<file path="src/rtl/music_pkg.sv">
// rtl/music_pkg.sv - shared state codes, end marker and default tempo for the music sequencer
package music_pkg;

    localparam logic [1:0] ST_IDLE  = 2'd0;
    localparam logic [1:0] ST_FETCH = 2'd1;
    localparam logic [1:0] ST_LATCH = 2'd2;
    localparam logic [1:0] ST_PLAY  = 2'd3;

    typedef enum logic [1:0] {
        IDLE  = ST_IDLE,
        FETCH = ST_FETCH,
        LATCH = ST_LATCH,
        PLAY  = ST_PLAY
    } state_e;

    // A zero note code in the ROM marks the end of the song.
    localparam int END_NOTE = 0;

    // Tempo at 25 MHz, shared with the tone generator's divider table.
    localparam int TICKS_PER_STEP_25M = 4194304;
    localparam int GAP_TICKS_25M      = 262144;

endpackage

</file>
<file path="src/rtl/step_timer.sv">
// rtl/step_timer.sv - per-step down-counter with load, hold, expire and articulation-gap compare
module step_timer #(
    parameter int TICKS_PER_STEP = 4194304,
    parameter int GAP_TICKS      = 262144
) (
    input  logic clk,
    input  logic rst,
    input  logic load,
    input  logic run,
    output logic expire,
    output logic gate_open
);

    localparam int TW = (TICKS_PER_STEP > 1) ? $clog2(TICKS_PER_STEP) : 1;
    localparam logic [TW-1:0] LOAD_VAL = TW'(TICKS_PER_STEP - 1);
    // GAP_TICKS must stay below TICKS_PER_STEP or this threshold wraps.
    localparam logic [TW-1:0] OPEN_MAX = TW'(TICKS_PER_STEP - 1 - GAP_TICKS);

    logic [TW-1:0] count;

    always_ff @(posedge clk) begin
        if (rst) begin
            count <= '0;
        end else if (load) begin
            count <= LOAD_VAL;
        end else if (run && (count != '0)) begin
            count <= count - 1'b1;
        end
    end

    assign expire    = (count == '0);
    assign gate_open = (count <= OPEN_MAX);

endmodule

</file>
<file path="src/rtl/music_sequencer.sv">
// rtl/music_sequencer.sv - song playback FSM stepping a registered note ROM at a fixed tempo
module music_sequencer
    import music_pkg::*;
#(
    parameter int ADDR_W         = 8,
    parameter int NOTE_W         = 8,
    parameter int TICKS_PER_STEP = TICKS_PER_STEP_25M,
    parameter int GAP_TICKS      = GAP_TICKS_25M
) (
    input  logic              clk,
    input  logic              rst,
    input  logic              start,
    input  logic              stop,
    input  logic              pause,
    input  logic              loop_en,
    output logic [ADDR_W-1:0] rom_addr,
    input  logic [NOTE_W-1:0] rom_note,
    output logic [NOTE_W-1:0] note,
    output logic              gate,
    output logic              playing,
    output logic              done
);

    localparam logic [ADDR_W-1:0] LAST_ADDR = '1;

    state_e state;
    logic   tmr_load;
    logic   tmr_run;
    logic   tmr_expire;
    logic   tmr_open;
    logic   is_end_note;
    logic   step_over;
    logic   end_of_song;
    logic   step_advance;

    assign is_end_note  = (rom_note == NOTE_W'(END_NOTE));
    assign step_over    = (state == PLAY) && !pause && tmr_expire;
    // Running off the last ROM address ends the song just like an end marker.
    assign end_of_song  = ((state == LATCH) && is_end_note) ||
                          (step_over && (rom_addr == LAST_ADDR));
    assign step_advance = step_over && (rom_addr != LAST_ADDR);

    assign tmr_load = (state == LATCH) && !is_end_note;
    assign tmr_run  = (state == PLAY) && !pause;

    step_timer #(
        .TICKS_PER_STEP(TICKS_PER_STEP),
        .GAP_TICKS     (GAP_TICKS)
    ) u_step_timer (
        .clk      (clk),
        .rst      (rst),
        .load     (tmr_load),
        .run      (tmr_run),
        .expire   (tmr_expire),
        .gate_open(tmr_open)
    );

    always_ff @(posedge clk) begin
        if (rst) begin
            state    <= IDLE;
            rom_addr <= '0;
            note     <= '0;
            done     <= 1'b0;
        end else begin
            done <= 1'b0;
            if (stop) begin
                state    <= IDLE;
                rom_addr <= '0;
                note     <= '0;
            end else begin
                // A natural song end still reports done even if start arrives with it.
                if (end_of_song && !loop_en) begin
                    done <= 1'b1;
                end
                if (start) begin
                    state    <= FETCH;
                    rom_addr <= '0;
                end else if (end_of_song) begin
                    rom_addr <= '0;
                    if (loop_en) begin
                        state <= FETCH;
                    end else begin
                        state <= IDLE;
                        note  <= '0;
                    end
                end else begin
                    case (state)
                        FETCH: state <= LATCH;
                        LATCH: begin
                            note  <= rom_note;
                            state <= PLAY;
                        end
                        PLAY: begin
                            if (step_advance) begin
                                rom_addr <= rom_addr + 1'b1;
                                state    <= FETCH;
                            end
                        end
                        default: state <= state;
                    endcase
                end
            end
        end
    end

    assign playing = (state != IDLE);
    assign gate    = (state == PLAY) && !pause && tmr_open;

endmodule

</file>
<file path="config.mk">
export PLATFORM = sky130hd
export DESIGN_NAME = music_sequencer
export DESIGN_NICKNAME = d
export VERILOG_FILES = /design/src/rtl/music_pkg.sv /design/src/rtl/step_timer.sv /design/src/rtl/music_sequencer.sv
export SDC_FILE = /design/constraint.sdc
export NUM_CORES = 1
export LEC_CHECK = 0
export ABC_AREA = 1
export BUFFER_PORTS_ARGS = -buffer_cell sky130_fd_sc_hd__clkbuf_2
export CAP_MARGIN = 10
export CORE_MARGIN = 2
export CORE_UTILIZATION = 52
export DETAILED_ROUTE_END_ITERATION = 7
export GPL_TIMING_DRIVEN = 0
export PLACE_DENSITY_LB_ADDON = 0.2
export RECOVER_POWER = 50
export SLEW_MARGIN = 20
export SYNTH_ARGS = -nofsm -noshare
export SYNTH_HDL_FRONTEND = slang
export SYNTH_SLANG_ARGS = --single-unit
</file>
<file path="constraint.sdc">
create_clock -name clk -period 1.6 [get_ports clk]
set_input_delay 0.16 -clock clk [delete_from_list [all_inputs] [get_ports clk]]
set_output_delay 0.16 -clock clk [all_outputs]
set_load 0.02 [all_outputs]
</file>
==> impl_metrics.ini <==
[power]
power_mw = 2.33
p_sw_uw = 656
power.internal_mw = 1.67
comb_power_share = 0.196
powerDensity_nw_per_um2 = 653
p_sw_frac = 0.282
leakagePower_nw = 1.50
seq_power_share = 0.446
p_clk_frac = 0.359
peakVddDrop_v = 0.000387

[grt]
track_usage = 0.270
grt_max_degree = 13
grt_overflow = 0
grt_antenna_before_repair = 0
grt_pass1_wl_um = 11200
grt_pass1_vias = 2472

[critical_path]
worstPathRequired_ns = 1.79
end_kind = flop
worstPathArrival_ns = 1.99
path_class = reg2reg
cp_max_fo = 5
worst_setup_path_start_kind = flop

[yosys]
syn_area_per_cell_um2 = 6.77
synth_cell_types = 30
syn_area_um2 = 2400
yosys_register_bits = 41
synth_warnings = 0
synth_fp_nets = 372
postSynthCellCount = 355
ys_seq_area_frac = 0.341

[placement]
gp_congestion = 0.982
io_buffers = 32
dpl.hpwl_um = 4210
dpl_cell_area_um2 = 2670
post-place-ws_ns = -0.265

[timing]
setup_violations = 28
fin_skew_ns = 0.0127
worst_pin_slew_ns = 0.598
setup_slack_ns = -0.199
drv_slew = 0
fmax_mhz = 556
final.min_clock_period_ns = 1.80
slew_headroom = 0.602
hold_viol = 0
rsz0062_at_grt = yes
finalCritPeriodShare = 1.12

[status]
status = finished with violations
violations = negative setup slack

[route]
ant_nets = 0
drtPass1Iterations = 5
routed_wirelength_um = 9010
vias_per_cell = 6.13
vias = 3010
drc = 0
avgRoutedWirePerCell_um = 18.3
drt_iter0_markers = 331

[clock_tree]
h-tree-depth = 2
clock_latency_ns = 0.30
clock_path_buffers = 2
cts_inserted_buffers = 5
ctsHoldBuffers = 0
cts.clk_slew.worst_paths_ns = 0.09
cts_sinks = 41
root_buffer = clkbuf_8
tritoncts = done

[cells_and_area]
final_nets = 455
area_delta_synth_final_pct = 48.4
final_area_um2 = 3570
final_cell_mix = 63 x nand2_1, 36 x buf_4, 32 x nor2_1, 23 x nand3_1, 21 x nor2_4
final_common_cell = nand2_1
num_antenna_cells = 0
drive_gt1_frac = 0.435

[die]
dieArea_um2 = 5180
io_pins = 33
row_count = 24
start_util = 0.545
fp.coreArea_um2 = 4410
die_h_um = 72.0
die_w_um = 72.0

[worst_hold_path]
hold_path_class = in2reg

[flow_run]
drv_cap = 0
cell usage after synthesis:
cell,instances,area (um2)
ha_1,3,37.5
or2_1,1,6.26
a21oi_4,1,16.3
buf_2,2,10.0
dfxtp_1,41,821
nand2_4,1,11.3
nand2_2,3,18.8
a41oi_1,1,8.76
nand3_4,1,17.5
nor3b_2,1,12.5
inv_1,21,78.8
inv_2,6,22.5
nor2_1,51,191
nor3_1,4,20.0
a31oi_1,3,18.8
buf_6,3,33.8
nor2_4,3,33.8
xnor2_1,9,78.8
nand4_1,5,31.3
or2_2,1,6.26
nor2_2,5,31.3
clkbuf_1,4,15.0
clkinv_2,1,5.00
nor4_1,1,6.26
o21ai_1,1,5.00
nand2_1,77,289
a21oi_1,35,175
xor2_1,14,123
nand3_1,35,175
o21ai_0,21,105
critical path, stage by stage (launching register included):
cell,delay (ns)
dfxtp_4,0.37
ha_4,0.14
nand2_2,0.06
inv_2,0.06
nand4_1,0.16
nor2_4,0.21
nand3_4,0.14
nand2_4,0.12
nand2_8,0.08
buf_8,0.14
a21oi_2,0.14
nor2_1,0.06
power by group through the flow:
| stage | Sequential (mW) | Combinational, mW | Clock (mW) |
|---|---|---|---|
| floorplan | 1.06 | 0.221 | 0 |
| detailed placement | 1.06 | 0.292 | 0 |
| CTS | 1.04 | 0.350 | 0.837 |
| global placement | 1.06 | 0.289 | 0 |
| global route | 1.04 | 0.483 | 0.888 |
| finish | 1.04 | 0.456 | 0.836 |
layer usage:
| layer | vias to the layer above | part of all wire | track usage |
|---|---|---|---|
| li1 | 1335 | - | - |
| met1 | 1417 | 0.39 | 0.345 |
| met2 | 199 | 0.48 | 0.445 |
| met3 | 59 | 0.072 | 0.0542 |
| met4 | 0 | 0.053 | 0.109 |
| met5 | - | 0 | 0 |
sequential cells by signal (all words and copies together), names as in the netlist:
name / cells
note: 8
rom_addr: 8
state: 2
u_step_timer.count: 22
done: 1
cell families after synthesis:
logic type,count (synthesis),share of synthesized area
DFF,41,0.341
xor gates and xnor gates,23,0.0838
buffers and inverters,37,0.0687
and+or+nand+nor,189,0.354
adders and majority gates,3,0.0156
AOI/OAI and AO/OA,62,0.137
through the flow:
| step | util | instances | hold WS, ns | setup TNS [ns] |
|---|---|---|---|---|
| 2_1_floorplan | - | 355 | 0.229 | -0.670 |
| 3_3_place_gp | 0.605 | 439 | 0.395 | -5.70 |
| 3_5_place_dp | 0.605 | 439 | 0.393 | -7.05 |
| 4_1_cts | 0.740 | 481 | 0.0848 | -0.633 |
| 5_1_grt | 0.808 | 491 | 0.101 | -6.31 |
| 6_report | 0.808 | 491 | 0.122 | -3.02 |
path summary, 6_finish.rpt:
kind,from,endpoint,slack [ns],cells past startpoint
worst max-delay path,rom_addr[0],note[2],-0.20,11
worst min-delay path,rst,u_step_timer.count[2],0.12,2
worst max register to register,rom_addr[0],note[2],-0.20,11
worst min register to register,note[1],note[1],0.49,2
final cells by class:
cell class | instances | area [um2]
inverter | 28 | 113
tap | 52 | 65.1
multi-input combinational | 277 | 1790
sequential | 41 | 860
timing repair buffer | 76 | 553
clock buffer | 6 | 72.6
buffer | 9 | 78.8
fill | 257 | 846
clock inverter | 2 | 33.8
repair_timing:
action                                  4_1_cts  5_1_grt
buffers inserted                             32       10
endpoints found under the setup margin       38       38
pin swaps                                    27       21
cloned                                        2        0
resized for setup                            58       73
Power figures use the tool's default switching activity.
